===== src/rtl/sseg_scan_controller.sv =====
// sseg_scan_controller: time-multiplexed scan stage for an 8-digit
// seven-segment display. Holds a double-buffered 32-bit hex value plus
// per-digit decimal-point flags, steps through the digits every CLK_DIV
// clocks and presents the active digit index, nibble and DP level.
// New values are committed only at a frame boundary (digit 7 -> 0).
//
// Optional build macro: LEADING_ZERO_BLANK_EN
//   When defined, digits above the most significant nonzero nibble of the
//   display buffer are blanked unless their DP flag is set; digit 0 is
//   never blanked by this rule.
module sseg_scan_controller #(
    parameter int CLK_DIV = 100000,
    parameter int DIGITS  = 8
) (
    input  logic        clk,
    input  logic        reset,
    input  logic [31:0] value,
    input  logic [7:0]  dp_in,
    input  logic        load,
    input  logic [7:0]  digit_en,
    output logic [2:0]  active_digit,
    output logic [3:0]  num,
    output logic        dp_ctrl,
    output logic        blank,
    output logic        frame_done,
    output logic        pending
);

    localparam int              CNT_W    = (CLK_DIV > 1) ? $clog2(CLK_DIV) : 1;
    localparam logic [CNT_W-1:0] CNT_LAST = CNT_W'(CLK_DIV - 1);
    localparam logic [2:0]      IDX_LAST = 3'(DIGITS - 1);

    logic [CNT_W-1:0] presc;
    logic [2:0]       idx;
    logic [31:0]      disp_val;
    logic [7:0]       disp_dp;
    logic [31:0]      pend_val;
    logic [7:0]       pend_dp;
    logic             tick_p0;
    logic             boundary_p0;
    logic             dp_n_p1;
    logic             lz_blank_p1;

`ifdef LEADING_ZERO_BLANK_EN
    // Index of the most significant nonzero nibble; 0 when the value is 0
    // so that a zero value still shows a single "0" on digit 0.
    function automatic logic [2:0] msd_nibble(input logic [31:0] v);
        logic [2:0] r;
        r = 3'd0;
        for (int i = 0; i < 8; i++) begin
            if (v[4*i +: 4] != 4'h0) begin
                r = 3'(i);
            end
        end
        return r;
    endfunction
`endif

    // Slot tick at the end of each digit slot; frame boundary on the last digit.
    always_comb begin
        tick_p0     = (presc == CNT_LAST);
        boundary_p0 = tick_p0 && (idx == IDX_LAST);
    end

    // Prescaler and digit index: each digit slot lasts exactly CLK_DIV cycles.
    always_ff @(posedge clk) begin
        if (reset) begin
            presc <= '0;
            idx   <= 3'd0;
        end else begin
            if (tick_p0) begin
                presc <= '0;
                idx   <= idx + 3'd1;
            end else begin
                presc <= presc + 1'b1;
            end
        end
    end

    // Double buffer: loads park in the pending buffer and commit at the frame
    // boundary; a load on the boundary itself goes straight to the display.
    always_ff @(posedge clk) begin
        if (reset) begin
            disp_val <= 32'h0;
            disp_dp  <= 8'h0;
            pend_val <= 32'h0;
            pend_dp  <= 8'h0;
            pending  <= 1'b0;
        end else if (boundary_p0) begin
            if (load) begin
                disp_val <= value;
                disp_dp  <= dp_in;
            end else if (pending) begin
                disp_val <= pend_val;
                disp_dp  <= pend_dp;
            end
            pending <= 1'b0;
        end else if (load) begin
            pend_val <= value;
            pend_dp  <= dp_in;
            pending  <= 1'b1;
        end
    end

    // ---- stage p1: registered digit outputs, one cycle behind the index ----
    always_ff @(posedge clk) begin
        if (reset) begin
            active_digit <= 3'd0;
            num          <= 4'h0;
            dp_n_p1      <= 1'b1;
            lz_blank_p1  <= 1'b0;
            frame_done   <= 1'b0;
        end else begin
            active_digit <= idx;
            num          <= disp_val[{idx, 2'b00} +: 4];
            dp_n_p1      <= ~disp_dp[idx];
`ifdef LEADING_ZERO_BLANK_EN
            lz_blank_p1  <= (idx > msd_nibble(disp_val)) && !disp_dp[idx];
`else
            lz_blank_p1  <= 1'b0;
`endif
            frame_done   <= boundary_p0;
        end
    end

    // Blanking follows the registered digit; a dark digit never lights its DP.
    always_comb begin
        blank   = ~digit_en[active_digit] | lz_blank_p1;
        dp_ctrl = blank | dp_n_p1;
    end

endmodule


===== config.mk =====
export PLATFORM = sky130hd
export DESIGN_NAME = sseg_scan_controller
export DESIGN_NICKNAME = d
export VERILOG_FILES = /design/src/rtl/sseg_scan_controller.sv
export SDC_FILE = /design/constraint.sdc
export NUM_CORES = 1
export LEC_CHECK = 0
export ABC_CLOCK_PERIOD_IN_PS = 6310
export CORE_MARGIN = 8
export CORE_UTILIZATION = 50
export CTS_BUF_LIST = sky130_fd_sc_hd__clkbuf_2
export DETAILED_ROUTE_END_ITERATION = 12
export PLACE_DENSITY = 0.72
export SLEW_MARGIN = 20
export SYNTH_ARGS = -nofsm -noshare
export SYNTH_HDL_FRONTEND = slang
export SYNTH_SLANG_ARGS = --single-unit

===== constraint.sdc =====
create_clock -name clk -period 6.31 [get_ports clk]
set_input_delay 0.9465 -clock clk [delete_from_list [all_inputs] [get_ports clk]]
set_output_delay 0.9465 -clock clk [all_outputs]
set_load 0.03 [all_outputs]

# Word-level counts from Yosys, hierarchy flattened

Cells that the tools add are included.

Register bits: 110
Input port bits: 51
Output and inout port bits: 11
Word-level logic and storage cells: 36

Add/sub/neg operators: 2
Magnitude comparators: 2
Eq/ne operators: 2
Shifts and indexed selects: 1
Multiplexer cells: 8
Bitwise logic cells: 4
Reductions and logical operators: 6

Operator list:

| operator              | number |
|---|---|
| $mux 32               | 2 |
| $shiftx 32x6->4       | 1 |
| $add 17x1->17 const B | 1 |
| $eq 17x17->1 const B  | 1 |
| $mux 8                | 2 |
| $lt 3x4->1 const B    | 2 |
| $bmux 1 s3            | 2 |
| $reduce_and 2->1      | 2 |
| $reduce_or 2->1       | 2 |
| $add 3x1->3 const B   | 1 |
| $eq 3x3->1 const B    | 1 |
| $not 1->1             | 3 |
| $mux 1                | 2 |
| $reduce_bool 2->1     | 1 |
| $logic_and 1x1->1     | 1 |
| $or 1x1->1            | 1 |

# Longest topological paths before layout

Gate-level depths: netlist of run 1.

Depth in word-level cells: 4
Depth in mapped cells: 7
Mapped depth without buffers: 5

# Worst setup path after synthesis of run 1

Ideal clock, no wire load.

Path type: in2out
Start point: input port digit_en[7]
End point: output port dp_ctrl
Arrival time: 2.269 ns
Data required time: 5.364 ns
Path slack: 3.095 ns
Cell stages on the path: 3
Path buffers: 0
Cell sequence: mux4_2 mux2i_1 or2_2

Longest elaborated chain between the ends: 4

Ends and longest elaborated chain:

| item                         | RTL line | text |
|---|---|---|
| from (decl)                  | 20       | `input logic [7:0] digit_en,` |
| $bmux 1 s3                   | 128      | `blank = ~digit_en[active_digit] \| lz_blank_p1;` |
| $mux 1 (not written as such) | 128      |  |
| $not 1->1                    | 128      |  |
| via blank                    | 24       | `output logic blank,` |
| $or 1x1->1                   | 129      | `dp_ctrl = blank \| dp_n_p1;` |
| to (decl)                    | 23       | `output logic dp_ctrl,` |

The timed path passes the listed nets, and every way through them passes these cells. The select of a mux whose other input is x is not followed.

# Final worst setup path of run 1

Start point: input port digit_en[7]
End point: output port dp_ctrl

Longest elaborated chain between the ends: 4

Ends and longest elaborated chain:

| item                         | RTL line |
|---|---|
| $bmux 1 s3                   | 128 |
| $mux 1 (not written as such) | 128 |
| $not 1->1                    | 128 |
| $or 1x1->1                   | 129 |

Every way passes these cells. The select of a mux whose other input is x is not followed.

==> reports/metrics.csv, run 1 <==
metric;value;unit
synth_xor_area_frac;0.0214;
setup_viol;0;
setup_tns;0;ns
synth_top_family_by_area;multiplexers;
routed_wl;11000;um
most-common-layout-cells;dfxtp_1, mux2i_1, nand2b_1, nor2_1, clkdlybuf4s50_1;
drcViolationCount;0;
nNetsFinal;636;
hold_end;pend_dp[0];
end_kind;primary output;
num_vias;3806;
place_congestion;0.851;
drtIter0Drc;358;
r2r-start;presc[0];
ctsResizeCount;0;
ant_nets;0;
cts_tree;built;
drv_slew;0;
antenna_cells;0;
start_util;0.506;
fin_crit;3.74;ns
num_rows;39;
numCtsBuffers;9;
status;finished clean;
rr_endpoint;disp_dp[3];
hold_path_class;flop to flop;
synth_compound_area_frac;0.0107;
avgSynthCellArea;10.5;um2
wl_per_cell;15.0;um
register_area;2200;um2
path_max_fanout;2;
fin_crit_sh;0.593;
hold_path_depth;2;
grt_usage;0.151;
grt_max_degree;106;
max-clock-path-buffers;2;
synthFlopType;dfxtp_1;
instances_no_fill;730;
antenna_found_initial;0;
htreeDepth;3;
async_reset_ff_frac;0;
critical_path_required;5.36;ns
synth_fa_ha_area_frac;0.00655;
drv_cap;0;
final_common_cell;dfxtp_1;
worstPathArrival;2.80;ns
report.final.hold_viol_count;0;
clk_pin_slew;0.27;ns
synth_edf_count;0;
synth_area_leaders;dfxtp_1, mux2i_1, mux2_4, nand2b_1, mux4_2;
fin_skew;0.0675;ns
fillers;989;
timing.fmax;267;MHz
io_pins;62;
setup.worst_path.class;primary input to primary output;
die_w;123;um
yosys.area_share.simple;0.227;
synth_area;5730;um2
dp_hpwl;7350;um
yosys_warnings;0;
grt_pass1_vias;3838;
synth.distinct_cells;41;
core_area;11300;um2
yosysSeqAreaShare;0.384;
r2r_cells;6;
overflow;0;
yosysTopAreaCell;dfxtp_1;
synth_top_area_share;0.384;
muxShareOfSynthArea;0.302;
powerDensity;192;nW/um2
regToRegSetupSlack;3.52;ns
die_y;123;um
ys_ff_latch;110;
syn-num-nets;599;
cts_root_buffer;clkbuf_2;
drive_gt1_frac;0.143;
leakagePower;2.53;nW
netlist_instances;545;
cts_setup_buffers;0;
clk_latency;0.61;ns
worst_slew_pin_slew;0.905;ns
first_pass_iters;4;
relSlewSlack;0.397;
holdCritStartpoint;pend_dp[0];
max-vdd-ir-drop;0.130;mV
rsz0062_at_grt;false;
holdBufCountCts;0;
grt_pass1_wl;18400;um
clock_sinks;110;
vias_per_cell;5.21;
syn_to_final_growth;12.5;%
multi_input_area;3260;um2
portBuffers;61;
dp_cells;714;
fp.dieArea;15100;um2
start_kind;primary input;
-- per-stage QoR --
| stage | instance area (um2) | setup slack, ns | power (mW) | utilization | hold slack [ns] |
|---|---|---|---|---|---|
| floorplan | 5730 | 3.09 | 0.824 | - | 0.441 |
| global placement | 6300 | 2.55 | 0.868 | 0.556 | 0.457 |
| detailed placement | 6300 | 2.53 | 0.872 | 0.556 | 0.461 |
| CTS | 6450 | 2.53 | 1.25 | 0.570 | 0.493 |
| global route | 6450 | 2.48 | 1.29 | 0.570 | 0.507 |
| finish | 6450 | 2.57 | 1.24 | 0.570 | 0.490 |
-- state kept, by name, indices dropped and copies added, names as in the netlist, 3 cells and up --
register	flops
pend_dp	8
disp_dp	8
num	4
pend_val	32
disp_val	32
presc	17
idx	3
active_digit	3
-- final cells by class --
| type | count | share of cell area |
|---|---|---|
| Sequential cell | 110 | 0.342 |
| Inverter | 5 | 0.00291 |
| Clock inverter | 7 | 0.0165 |
| Tap cell | 143 | 0.0278 |
| Multi-Input combinational cell | 391 | 0.506 |
| Timing Repair Buffer | 65 | 0.0982 |
| Clock buffer | 9 | 0.00699 |
-- layer usage --
layer / wire (um) / up-vias / GRT usage
li1: - / 1911 / -
met1: 4890 / 1816 / 0.183
met2: 5410 / 64 / 0.256
met3: 462 / 15 / 0.0379
met4: 214 / 0 / 0.0564
met5: 0 / - / 0
-- critical path: stages --
cell and delay (ns):
clkdlybuf4s50_1 0.40, mux4_2 0.46, mux2i_1 0.20, or2_2 0.14, clkdlybuf4s50_1 0.66
-- worst max path at each step --
stage	startpoint	endpoint	slack, ns	depth (start not counted)
after global placement	digit_en[7]	dp_ctrl	2.55	5
after global routing	digit_en[2]	dp_ctrl	2.48	5
final	digit_en[7]	dp_ctrl	2.57	5
after detailed placement	digit_en[7]	dp_ctrl	2.53	5
after CTS	digit_en[7]	dp_ctrl	2.53	5
after floorplan	digit_en[7]	dp_ctrl	3.09	3
-- power by group --
| part | internal [mW] | leakage (nW) | switching, mW |
|---|---|---|---|
| clock network | 0.137 | 0.0857 | 0.244 |
| logic | 0.0710 | 1.55 | 0.0612 |
| registers | 0.716 | 0.895 | 0.0100 |
-- logic make-up (layout without fill, tap and decap cells) --
kind of cell,Yosys count,in the layout
multiplexers,138,138
AO/OA/AOI/OAI,10,10
adder cells (fa/ha/maj),3,3
flip-flops,110,110
buffers and inverters,44,86
AND/OR/NAND/NOR,226,226
XOR/XNOR,14,14
-- cells in the mapped netlist (4+ instances only) --
cell / n
nand2b_1: 80
xor2_1: 5
buf_4: 4
nand4_1: 6
a21oi_1: 4
mux2_4: 40
nor2b_1: 43
mux2i_1: 86
inv_1: 5
nand3_1: 5
dfxtp_1: 110
mux4_2: 12
nand2_1: 6
clkbuf_1: 19
buf_6: 9
nor2_1: 63
xnor2_1: 9
(Power assumes the default switching activity.)
==> inputs of run 2 (changes only) <==
ABC_CLOCK_PERIOD_IN_PS = 3500   (was 6310)
clock period = 3.5 ns   (was 6.31 ns; I/O delays follow)
==> run 2 against run 1 <==
Compared with the run above: global-route usage grew 0.53 points; register-to-register slack lost 2.5 ns; total power grew 71%; largest power group unchanged; die area is the same; highest routed layer unchanged.
==> reports/metrics.csv, run 2 (synthesized netlist as in run 1, its figures left out) <==
metric;value;unit
core_area;11300;um2
most-common-layout-cells;dfxtp_1, mux2i_1, nand2b_1, nor2_1, clkdlybuf4s50_1;
ant_nets;0;
fin_skew;0.0305;ns
portBuffers;61;
die_y;123;um
die_w;123;um
final_util;0.569;
numCtsBuffers;9;
worstPathArrival;2.54;ns
setup.worst_path.class;flop to primary output;
cts_root_buffer;clkbuf_2;
power;2.12;mW
clk_pin_slew;0.26;ns
leakagePower;2.54;nW
first_pass_iters;4;
holdBufCountCts;0;
worst_slew_pin_slew;0.881;ns
start_util;0.506;
rsz0062_at_grt;false;
end_kind;primary output;
setup_viol;0;
drive_gt1_frac;0.146;
num_vias;3822;
start_kind;flop;
drcViolationCount;0;
cts_setup_buffers;0;
pre_cts_ws;0.589;ns
final_common_cell;dfxtp_1;
dp_hpwl;7680;um
status;finished clean;
path_max_fanout;3;
drtIter0Drc;224;
fillers;990;
timing.fmax;327;MHz
cpPeakStageDelay;0.66;ns
clock_sinks;110;
path_cells;mux4_2, mux2i_1, or2_2, clkdlybuf4s50_1;
fin_crit_sh;0.875;
grt_pass1_wl;19000;um
relSlewSlack;0.413;
antenna_found_initial;0;
grt_max_degree;89;
antenna_cells;0;
critical_path_required;2.97;ns
num_rows;39;
max-clock-path-buffers;2;
syn_to_final_growth;12.4;%
drv_cap;0;
final.setup.worst_slack;0.439;ns
nNetsFinal;639;
crit_slowest_cell;clkdlybuf4s50_1;
hold_path_class;primary input to flop;
grt_pass1_vias;3935;
ctsResizeCount;0;
routed_wl;11200;um
drv_slew;0;
vias_per_cell;5.21;
max-vdd-ir-drop;0.340;mV
report.final.hold_viol_count;0;
place_congestion;0.857;
setup_tns;0;ns
reg_top3;disp_val (32), pend_val (32), presc (17);
io_pins;62;
htreeDepth;3;
cts_tree;built;
powerDensity;330;nW/um2
grt_usage;0.157;
clk_latency;0.60;ns
overflow;0;
fp.dieArea;15100;um2
fin_crit;3.06;ns
wl_per_cell;15.3;um
-- run 2: changes by cell type in the layout (fill, tap and decap cells not counted), sizes merged --
cell,previous run,this run
inv,7,5
bufinv,2,1
clkinvlp,1,0
clkinv,2,3
buf,6,9
clkbuf,9,12
-- run 2: where the power goes --
group | switching [mW] | internal [mW] | total [mW]
clock network | 0.404 | 0.172 | 0.575
registers | 0.0187 | 1.29 | 1.31
logic | 0.111 | 0.129 | 0.240
-- run 2: per-layer routing --
metal | GRT usage | routed length [um]
met1 | 0.187 | 5030
met5 | 0 | 0
met3 | 0.0475 | 464
met2 | 0.267 | 5540
met4 | 0.0436 | 161
-- run 2: critical path, delay by kind of cell, from the launching register on --
kind	cells	cell delay, ns
multiplexers	2	0.69
buffers and inverters	1	0.66
flip-flops	1	0.46
AND/OR/NAND/NOR	1	0.13
-- run 2: per-stage QoR --
| step | instance area [um2] | std cells | hold slack, ns |
|---|---|---|---|
| 2_1_floorplan | 5730 | 545 | 0.441 |
| 3_3_place_gp | 6330 | 717 | 0.458 |
| 3_5_place_dp | 6330 | 717 | 0.461 |
| 4_1_cts | 6440 | 733 | 0.320 |
| 5_1_grt | 6440 | 733 | 0.295 |
| 6_report | 6440 | 733 | 0.373 |
-- run 2: final cells by class --
cell class,count,area [um2],share of cell area
tap,143,179,0.0278
inverter,5,18.8,0.00291
timing repair buffer,68,668,0.104
sequential,110,2200,0.342
clock buffer,12,60.1,0.00933
clock inverter,4,47.5,0.00738
multi-input combinational,391,3260,0.507
-- run 2: final timing paths --
check                        from  slack (ns)            to  cells after the start
setup reg to reg         presc[0]        0.98     presc[12]                      5
hold reg to reg      pend_val[17]        0.49  pend_val[17]                      2
hold / removal               load        0.37       pending                      3
setup / recovery  active_digit[0]        0.44       dp_ctrl                      4
==> inputs of run 3 (changes only) <==
GPL_ROUTABILITY_DRIVEN = 0   (was unset)
==> results of run 3 <==
The final DEF is identical to that of run 2; final timing and power are the same.
